<file path="config.mk">
export PLATFORM = sky130hd
export DESIGN_NAME = fetch_unit
export DESIGN_NICKNAME = d
export VERILOG_FILES = /design/src/rtl/fetch_pkg.sv /design/src/rtl/next_pc_calc.sv /design/src/rtl/fetch_unit.sv
export SDC_FILE = /design/constraint.sdc
export NUM_CORES = 1
export LEC_CHECK = 0
export BUFFER_PORTS_ARGS = -buffer_cell sky130_fd_sc_hd__buf_4
export CAP_MARGIN = 5
export CORE_MARGIN = 2
export CORE_UTILIZATION = 35
export DETAILED_ROUTE_END_ITERATION = 12
export PLACE_DENSITY = 0.68
export SLEW_MARGIN = 30
export SYNTH_ARGS = -nofsm -noshare
export SYNTH_HDL_FRONTEND = slang
export SYNTH_SLANG_ARGS = --single-unit
</file>
<file path="constraint.sdc">
create_clock -name clk -period 4.7 [get_ports clk]
set_clock_uncertainty 0.1 [all_clocks]
set_input_delay 0.235 -clock clk [delete_from_list [all_inputs] [get_ports clk]]
set_output_delay 0.235 -clock clk [all_outputs]
set_load 0.01 [all_outputs]
</file>
<file path="src/rtl/fetch_pkg.sv">
//==============================================================================
// Module      : fetch_pkg
// Description : Shared types and constants for the instruction fetch unit.
// Revision    : 1.0 - initial release
//==============================================================================
`timescale 1ns/1ps
`default_nettype none

package fetch_pkg;

  typedef enum logic [1:0] {
    IDLE  = 2'd0,
    FETCH = 2'd1,
    ISSUE = 2'd2
  } fetch_state_t;

  // Jump selector as produced by the control decoder
  localparam logic [1:0] JMP_SEQ = 2'b00;
  localparam logic [1:0] JMP_BR  = 2'b01;
  localparam logic [1:0] JMP_J   = 2'b10;
  localparam logic [1:0] JMP_JR  = 2'b11;

  localparam logic [5:0] OP_RTYPE = 6'h00;
  localparam logic [5:0] OP_J     = 6'h02;
  localparam logic [5:0] OP_JAL   = 6'h03;
  localparam logic [5:0] OP_BEQ   = 6'h04;
  localparam logic [5:0] OP_BNE   = 6'h05;
  localparam logic [5:0] OP_ADDI  = 6'h08;

  localparam logic [5:0] FN_JR    = 6'h08;

  // Word-scaled, sign-extended branch displacement
  function automatic logic [31:0] branch_offset(input logic [15:0] imm);
    return {{14{imm[15]}}, imm, 2'b00};
  endfunction

endpackage

`default_nettype wire

</file>
<file path="src/rtl/next_pc_calc.sv">
//==============================================================================
// Module      : next_pc_calc
// Description : Combinational sequential-flow next PC (seq/branch/j/jr).
// Revision    : 1.0 - initial release
//==============================================================================
`timescale 1ns/1ps
`default_nettype none

module next_pc_calc
  import fetch_pkg::*;
(
  input  logic [31:0] i_pc,
  input  logic [25:0] i_target,
  input  logic [1:0]  i_jump,
  input  logic        i_branch,
  input  logic        i_branch_taken,
  input  logic [29:0] i_rs_word,
  output logic [31:0] o_pc_plus4,
  output logic [31:0] o_next_pc
);

  logic [31:0] w_pc_plus4;
  logic [31:0] w_br_target;

  assign w_pc_plus4  = i_pc + 32'd4;
  assign w_br_target = w_pc_plus4 + branch_offset(i_target[15:0]);
  assign o_pc_plus4  = w_pc_plus4;

  always_comb begin
    o_next_pc = w_pc_plus4;
    case (i_jump)
      JMP_JR:  o_next_pc = {i_rs_word, 2'b00};
      JMP_J:   o_next_pc = {w_pc_plus4[31:28], i_target, 2'b00};
      JMP_BR:  o_next_pc = (i_branch && i_branch_taken) ? w_br_target : w_pc_plus4;
      default: o_next_pc = w_pc_plus4;
    endcase
  end

endmodule

`default_nettype wire

</file>
<file path="src/rtl/fetch_unit.sv">
//==============================================================================
// Module      : fetch_unit
// Description : PC sequencer with req/ack instruction fetch, exception and
//               interrupt redirect. Define FETCH_PERF_EN for retire/stall
//               performance counters.
// Revision    : 1.0 - initial release
//==============================================================================
`timescale 1ns/1ps
`default_nettype none

module fetch_unit
  import fetch_pkg::*;
#(
  parameter logic [31:0] RESET_PC   = 32'h0000_0000,
  parameter logic [31:0] EXC_VECTOR = 32'h0000_0180,
  parameter logic [31:0] IRQ_VECTOR = 32'h0000_0200
)(
  input  logic        clk,
  input  logic        reset_n,
  output logic        imem_req,
  output logic [31:0] imem_addr,
  input  logic        imem_ack,
  input  logic [31:0] imem_rdata,
  output logic [31:0] instr,
  output logic [5:0]  opCode,
  output logic [5:0]  funct,
  output logic        instr_valid,
  input  logic        ex_done,
  input  logic        Branch,
  input  logic [1:0]  Jump,
  input  logic        branch_taken,
  input  logic [31:0] rs_data,
  input  logic        Exception,
  input  logic        irq,
  output logic [31:0] pc_plus4,
  output logic [31:0] epc,
  output logic        irq_ack
`ifdef FETCH_PERF_EN
  ,
  output logic [31:0] retire_cnt,
  output logic [31:0] stall_cnt
`endif
);

  localparam logic [31:0] c_reset_pc = {RESET_PC[31:2],   2'b00};
  localparam logic [31:0] c_exc_vec  = {EXC_VECTOR[31:2], 2'b00};
  localparam logic [31:0] c_irq_vec  = {IRQ_VECTOR[31:2], 2'b00};

  fetch_state_t r_state;
  fetch_state_t w_state_nxt;

  logic [31:0] r_pc;
  logic [31:0] r_instr;
  logic [31:0] r_epc;
  logic        r_irq_pend;

  logic        w_load_instr;
  logic        w_retire;
  logic [31:0] w_seq_next;
  logic [31:0] w_pc_nxt;
  logic [31:0] w_epc_nxt;
  logic        w_take_irq;
  logic        w_unused_ok;

  // jr target is word aligned, so the low rs bits never matter
  assign w_unused_ok = &{1'b0, rs_data[1:0]};

  next_pc_calc u_next_pc_calc (
    .i_pc           (r_pc),
    .i_target       (r_instr[25:0]),
    .i_jump         (Jump),
    .i_branch       (Branch),
    .i_branch_taken (branch_taken),
    .i_rs_word      (rs_data[31:2]),
    .o_pc_plus4     (pc_plus4),
    .o_next_pc      (w_seq_next)
  );

  always_ff @(posedge clk or negedge reset_n) begin
    if (!reset_n) begin
      r_state <= IDLE;
    end else begin
      r_state <= w_state_nxt;
    end
  end

  always_comb begin
    w_state_nxt  = r_state;
    imem_req     = 1'b0;
    instr_valid  = 1'b0;
    w_load_instr = 1'b0;
    w_retire     = 1'b0;
    case (r_state)
      IDLE: begin
        w_state_nxt = FETCH;
      end
      FETCH: begin
        imem_req = 1'b1;
        if (imem_ack) begin
          w_load_instr = 1'b1;
          w_state_nxt  = ISSUE;
        end
      end
      ISSUE: begin
        instr_valid = 1'b1;
        if (ex_done) begin
          w_retire    = 1'b1;
          w_state_nxt = FETCH;
        end
      end
      default: begin
        w_state_nxt = IDLE;
      end
    endcase
  end

  // Exception beats a pending interrupt; the interrupt stays pending
  always_comb begin
    w_pc_nxt   = w_seq_next;
    w_epc_nxt  = r_epc;
    w_take_irq = 1'b0;
    if (Exception) begin
      w_pc_nxt  = c_exc_vec;
      w_epc_nxt = r_pc;
    end else if (r_irq_pend) begin
      w_pc_nxt   = c_irq_vec;
      w_epc_nxt  = w_seq_next;
      w_take_irq = 1'b1;
    end
  end

  always_ff @(posedge clk or negedge reset_n) begin
    if (!reset_n) begin
      r_pc       <= c_reset_pc;
      r_instr    <= 32'h0;
      r_epc      <= 32'h0;
      r_irq_pend <= 1'b0;
    end else begin
      if (w_load_instr) begin
        r_instr <= imem_rdata;
      end
      if (w_retire) begin
        r_pc  <= w_pc_nxt;
        r_epc <= w_epc_nxt;
      end
      if (irq) begin
        r_irq_pend <= 1'b1;
      end else if (w_retire && w_take_irq) begin
        r_irq_pend <= 1'b0;
      end
    end
  end

  assign imem_addr = r_pc;
  assign instr     = r_instr;
  assign opCode    = r_instr[31:26];
  assign funct     = r_instr[5:0];
  assign epc       = r_epc;
  assign irq_ack   = w_retire && w_take_irq;

`ifdef FETCH_PERF_EN
  logic [31:0] r_retire_cnt;
  logic [31:0] r_stall_cnt;

  always_ff @(posedge clk or negedge reset_n) begin
    if (!reset_n) begin
      r_retire_cnt <= 32'h0;
      r_stall_cnt  <= 32'h0;
    end else begin
      if (w_retire) begin
        r_retire_cnt <= r_retire_cnt + 32'd1;
      end
      if (imem_req && !imem_ack) begin
        r_stall_cnt <= r_stall_cnt + 32'd1;
      end
    end
  end

  assign retire_cnt = r_retire_cnt;
  assign stall_cnt  = r_stall_cnt;
`endif

endmodule

`default_nettype wire

</file>
# [Word level (Yosys, flattened, before mapping)]
# Index checks and enable logic that the tools add are counted.
# W data, S select, Z words.
[classes] n_eq_ne=7 muxes=19 n_reduce_logical=7 n_addsub=2
[ops] cell="$mux W32" n=5
[ops] cell="$pmux W32 S3" n=1
[ops] cell="$add A32 B3 Y32 const B" n=1
[ops] cell="$add A32 B32 Y32" n=1
[ops] cell="$mux W1" n=10
[ops] cell="$eq A2 B2 Y1 const B" n=3
[ops] cell="$pmux W2 S3" n=1
[ops] cell="$eq A2 B1 Y1 const B" n=2
[ops] cell="$mux W2" n=2
[ops] cell="$ne A2 B2 Y1 const B" n=2
[ops] cell="$reduce_and A2 Y1" n=2
[ops] cell="$reduce_bool A2 Y1" n=2
[ops] cell="$logic_and A1 B1 Y1" n=2
[ops] cell="$logic_not A2 Y1" n=1
[totals] in_bits=74 output_inout_bits=143 register_bits=99 word_cells=40

# [Depth between registers and ports, before layout]
[logic_depth] word_depth=6 depth_mapped=18 depth_no_buf=16

# [Modules after synthesis]
# A second synthesis with hierarchy kept.
[hier_totals] cells_unflattened=828 area_unflattened_um2=7378.3
[by_module_without_submodules] module="fetch_unit" area_per_inst_um2=4344.2 cells_each=375 n_inst=1 seq_area_each_um2=2477.4
[by_module_without_submodules] module="next_pc_calc" area_per_inst_um2=3034.2 cells_each=453 n_inst=1 seq_area_each_um2=0.0

# [Least setup slack after synthesis]
# No wires, ideal clock.
[synth_path] kind="register -> register" startpoint="reg r_pc[2] (netlist: imem_addr[2])" endpoint="reg r_pc[31] (netlist: imem_addr[31])" period_less_slack_ns=4.156 required_time_ns=4.465 slack_ns=0.544 path_buffers=2 setup_ns=0.135 arrival_ns=3.921 path_stages_with_launch=19 path_cell_list="dfrtp_1 -> ha_1 -> and4_1 -> nand2_1 -> or2_2 -> buf_2 -> nor2_1 -> xor2_1 -> ha_1 -> clkbuf_1 -> a21o_1 -> a31o_2 -> a41oi_1 -> nand2b_1 -> nand3_1 -> o21a_1 -> o211a_1 -> a311oi_1 -> o21ai_0"
[synth_between] elab_chain_cells=6
[synth_rtl] item="start, declared" line="fetch_unit.sv:52" source="logic [31:0] r_pc;"
[synth_rtl] item="start signal, assigned" line="fetch_unit.sv:134" source="r_pc <= c_reset_pc;"
[synth_rtl] item="start signal, assigned" line="fetch_unit.sv:143" source="r_pc <= w_pc_nxt;"
[synth_rtl] item="$add A32 B3 Y32" line="next_pc_calc.sv:25" source="assign w_pc_plus4 = i_pc + 32'd4;"
[synth_rtl] item="named net pc_plus4[18]" line="fetch_unit.sv:35" source="output logic [31:0] pc_plus4,"
[synth_rtl] item="$add A32 B32 Y32" line="next_pc_calc.sv:26" source="assign w_br_target = w_pc_plus4 + branch_offset(i_target[15:0]);"
[synth_rtl] item="$mux W32" line="next_pc_calc.sv:34" source="JMP_BR: o_next_pc = (i_branch && i_branch_taken) ? w_br_target : w_pc_plus4;"
[synth_rtl] item="$pmux W32 S3" line="next_pc_calc.sv:31" source="case (i_jump)"
[synth_rtl] item="$mux W32" line="fetch_unit.sv:125" source="end else if (r_irq_pend) begin"
[synth_rtl] item="$mux W32" line="fetch_unit.sv:122" source="if (Exception) begin"
# The timed path passes the listed nets, and every way through them passes these cells.
# A chain may end at the register's enable or synchronous reset.

# [Worst setup path in the final report]
[layout_path] startpoint="reg r_pc[3] (netlist: imem_addr[3])" endpoint="reg r_epc[19] (netlist: epc[19])"
[layout_between] elab_chain_cells=6
[layout_rtl] item="$add A32 B3 Y32 *" line="next_pc_calc.sv:25"
[layout_rtl] item="$add A32 B32 Y32" line="next_pc_calc.sv:26"
[layout_rtl] item="$mux W32" line="next_pc_calc.sv:34"
[layout_rtl] item="$pmux W32 S3 *" line="next_pc_calc.sv:31"
[layout_rtl] item="$mux W32 *" line="fetch_unit.sv:125"
[layout_rtl] item="$mux W32 *" line="fetch_unit.sv:122"
[layout_rtl] item="end signal, assigned" line="fetch_unit.sv:144" source="r_epc <= w_epc_nxt;"
[layout_rtl] item="end, declared" line="fetch_unit.sv:54" source="logic [31:0] r_epc;"
# Mark *: on every way between the ends. The rest lies on a longest branch, timed or not. The select of a mux whose other input is x is not followed.

==> key figures <==
Run status
  – Status: finished, final reports clean

Die
  – Die ar.: 22400 sq um
  – Rows: 53
  – Initial Utilization: 35.5%
  – Core Area: 20900 sq um
  – Die Y: 150 um
  – Die Wd: 150 um
  – Top Ports: 217

Worst setup path
  – Critical path required time: 4.89 ns
  – WS Path Type: flip-flop to flip-flop
  – CP max FO: 6
  – Levels on crit path: 14
  – Reg2reg path depth: 14
  – Crit path max-delay family: compound AO/OA/AOI/OAI gates
  – Crit-path cells: ha_1, and4_1, nand2_1, xnor2_1, ha_1, a21oi_1, o21bai_1, a221o_1, nor3b_2, nor3_1, mux2_2, o21ai_0, mux2i_1, o21ai_0
  – Reg2reg start: imem_addr[3]$_DFFE_PN0P_
  – Capture point of the worst reg-to-reg path: epc[19]$_DFFE_PN0P_
  – WP data arrival: 4.54 ns
  – Critical Path Start Type: flip-flop
  – Max stage delay on crit path: 0.54 ns
  – Setup crit end kind: flip-flop
  – CP bufs+invs: 0
  – R2R setup slack: 0.35 ns
  – Slowest cell on the critical path: o21ai_0

Clock network
  – Clk pin slew, worst setup/hold paths: 0.07 ns
  – Root buffer cell: clkbuf_16
  – TritonCTS Buffers: 9
  – Clk sinks: 99
  – H-tree depth: 3
  – CTS Buffer Depth: 2
  – Worst-skew pair later-pin latency: 0.37 ns
  – CTS tree: yes

Logic synthesis
  – Ys Warns: 0
  – Post-Syn Area: 7410 sq um
  – Post-synth EDFFs: 0
  – Synth Net Count: 974
  – Cells after synthesis: 863
  – Seq cells post-synth: 99
  – Sequential area share after synthesis: 33.4%
  – Post-synth cell types: 77
  – Asr flop ratio synth: 100%
  – Mean post-synth cell area: 8.59 sq um
  – Primary FF master, synth: dfrtp_1

Cells and area
  – Area Growth Syn to Fin: 32.8%
  – Area of the multi-input gates: 4540 sq um
  – Fillers: 2059
  – Layout Nets: 1186
  – Layout cells sized above 1: 29.1%
  – FF/Latch Area: 2480 sq um
  – Diodes inserted: 0

STA
  – Period utilization: 92.6%
  – Relative slew margins: 36.7%
  – Worst hold slack: 0.0115 ns
  – Min Tclk post-route: 4.35 ns
  – Post-route setup TNS: 0 ns
  – Final Setup Violations: 0
  – Slew Viols, Final: 0
  – F_max: 230 MHz
  – RSZ-0062 raised after global routing: false
  – Worst slew pin tran: 0.948 ns
  – Final Hold Viols: 0

Power and ir drop
  – Lkg Pwr: 4.75 nW
  – Power Dens Cells: 490 nW/um^2
  – Overall Power: 4.82 mW
  – Worst vdd ir: 297 uV

Drt
  – DRC viols: 0
  – DRT Pass-1 Iters: 5
  – Final antenna-violating net count: 0
  – Post-DR wirelength/cell: 19.5 um
  – Routed WL: 26500 um
  – Via/cell ratio: 5.50
  – DR vias: 7450
  – Initial DRC Count: 508

Placement
  – GP Congestion: 0.918
  – Port Buffers: 214
  – Dpl hpwl: 19900 um

Run
  – Maxcap violations: 0

Hold path
  – Hold WC Path Type: input port to flip-flop
  – Worst Hold Launch: imem_rdata[12]
  – Hold Path Depth: 2
  – Hold Path Sink: instr[12]$_DFFE_PN0P_

Global route
  – Gr ovfl total: 0
  – GRT Total Usage: 23.6%
  – Initial antenna violation count: 0
  – Pin count of the biggest net entering global routing: 64
  – First-pass GRT wire length: 40400 um
  – Vias in the first global route: 7095
==> synthesized netlist by cell type (4+ instances only) <==
library cell	n	area, sq um
o211a_1	4	40.0
o21ai_0	74	370
dfrtp_1	99	2480
and3_1	17	106
clkbuf_1	35	131
nand4_1	7	43.8
nor3b_1	4	30.0
xnor2_1	26	228
or2_2	4	25.0
nand3_1	27	135
a211oi_1	8	60.1
buf_2	8	40.0
o211ai_1	5	37.5
a22oi_1	8	60.1
mux2_2	37	417
o221ai_1	6	52.6
inv_1	20	75.1
a31oi_1	8	50.1
o22ai_1	7	43.8
nor4_1	5	31.3
o21ai_1	4	20.0
xor2_1	17	149
nor3_1	13	65.1
o31ai_1	6	45.0
nor2_1	64	240
and2_1	8	50.1
a21oi_1	65	325
nor2b_1	7	43.8
a21o_1	12	90.1
mux2i_1	13	130
a22o_1	9	78.8
nand2_1	101	379
nand2b_1	14	87.6
o21a_1	6	45.0
ha_1	36	450
buf_4	17	128
==> flip-flops by register name, indices dropped and copies added (netlist names) <==
signal      flops
r_state         2
r_irq_pend      1
epc            32
imem_addr      32
instr          32
==> worst max-delay path by stage <==
stage,startpoint,endpoint
2_1_floorplan,imem_addr[2]$_DFFE_PN0P_,imem_addr[31]$_DFFE_PN0P_
3_3_place_gp,imem_addr[2]$_DFFE_PN0P_,imem_addr[31]$_DFFE_PN0P_
3_5_place_dp,imem_addr[2]$_DFFE_PN0P_,imem_addr[31]$_DFFE_PN0P_
4_1_cts,imem_addr[2]$_DFFE_PN0P_,imem_addr[31]$_DFFE_PN0P_
5_1_grt,imem_addr[3]$_DFFE_PN0P_,imem_addr[27]$_DFFE_PN0P_
6_report,imem_addr[3]$_DFFE_PN0P_,epc[19]$_DFFE_PN0P_
==> final cells by class <==
cell class,instances,area share [%]
multi-input combinational,678,46.1
sequential,99,25.2
timing repair buffer,266,21.1
tap,275,3.50
clock buffer,10,2.33
clock inverter,6,0.966
inverter,21,0.801
==> placed cells by master (no fill, tap or decap), drive strengths merged, types with 5 or more instances in the layout <==
master       netlist  routed
a211oi             8       8
a21o              12      12
a21oi             65      65
a22o               9       9
a22oi              8       8
a31oi              8       8
and2               8       8
and3              19      19
buf               29     235
clkbuf            36      10
dfrtp             99      99
dlygate4sd3        0      31
ha                36      36
inv               20      23
mux2              37      37
mux2i             13      13
nand2            102     102
nand2b            14      14
nand3             28      28
nand4              9       9
nor2              65      65
nor2b              7       7
nor3              13      13
nor3b              5       5
nor4               6       6
o211ai             5       5
o21a               6       6
o21ai             78      78
o221ai             6       6
o22ai              7       7
o31ai              6       6
xnor2             27      27
xor2              17      17
==> stage by stage <==
stage	cell area, sq um	setup WS, ns	utilization (%)	instances
final	9840	0.346	47.1	1355
after floorplan	7410	0.544	-	863
after global placement	9190	0.432	44.0	1307
after detailed placement	9190	0.339	44.0	1307
after CTS	9820	0.325	47.0	1354
after global routing	9840	0.0373	47.1	1355
==> power breakdown <==
part           internal [mW]  switching, mW  leakage [nW]
logic                   1.20           1.27          3.32
registers               1.15          0.361          1.26
clock network          0.474          0.372         0.158
==> logic make-up (layout without fill, tap and decap cells) <==
logic type / after synthesis / in the layout / share of synthesized area, %
flip-flops: 99 / 99 / 33.4
XOR/XNOR: 44 / 44 / 5.30
AND/OR/NAND/NOR: 291 / 291 / 19.4
buffers and inverters: 86 / 303 / 5.47
adder cells (fa/ha/maj): 37 / 37 / 6.35
AO/OA/AOI/OAI: 252 / 252 / 21.4
multiplexers: 54 / 54 / 8.64
==> routing by layer <==
layer  vias up  share of wire (%)  global-route usage (%)
met5         -                  0                       0
met4         0                3.5                    11.0
met3        53                8.2                    4.85
met2       331                 44                    35.6
met1      3517                 45                    32.5
li1       3549                  -                       -
==> timing repair <==
item                                    CTS  global route
buffers inserted                          0             1
endpoints found under the setup margin    0             3
resized for setup                         0             3
hold buffers                             31             0
endpoints found under the hold margin    92             0
No activity file was read; power rests on OpenSTA's default activity.
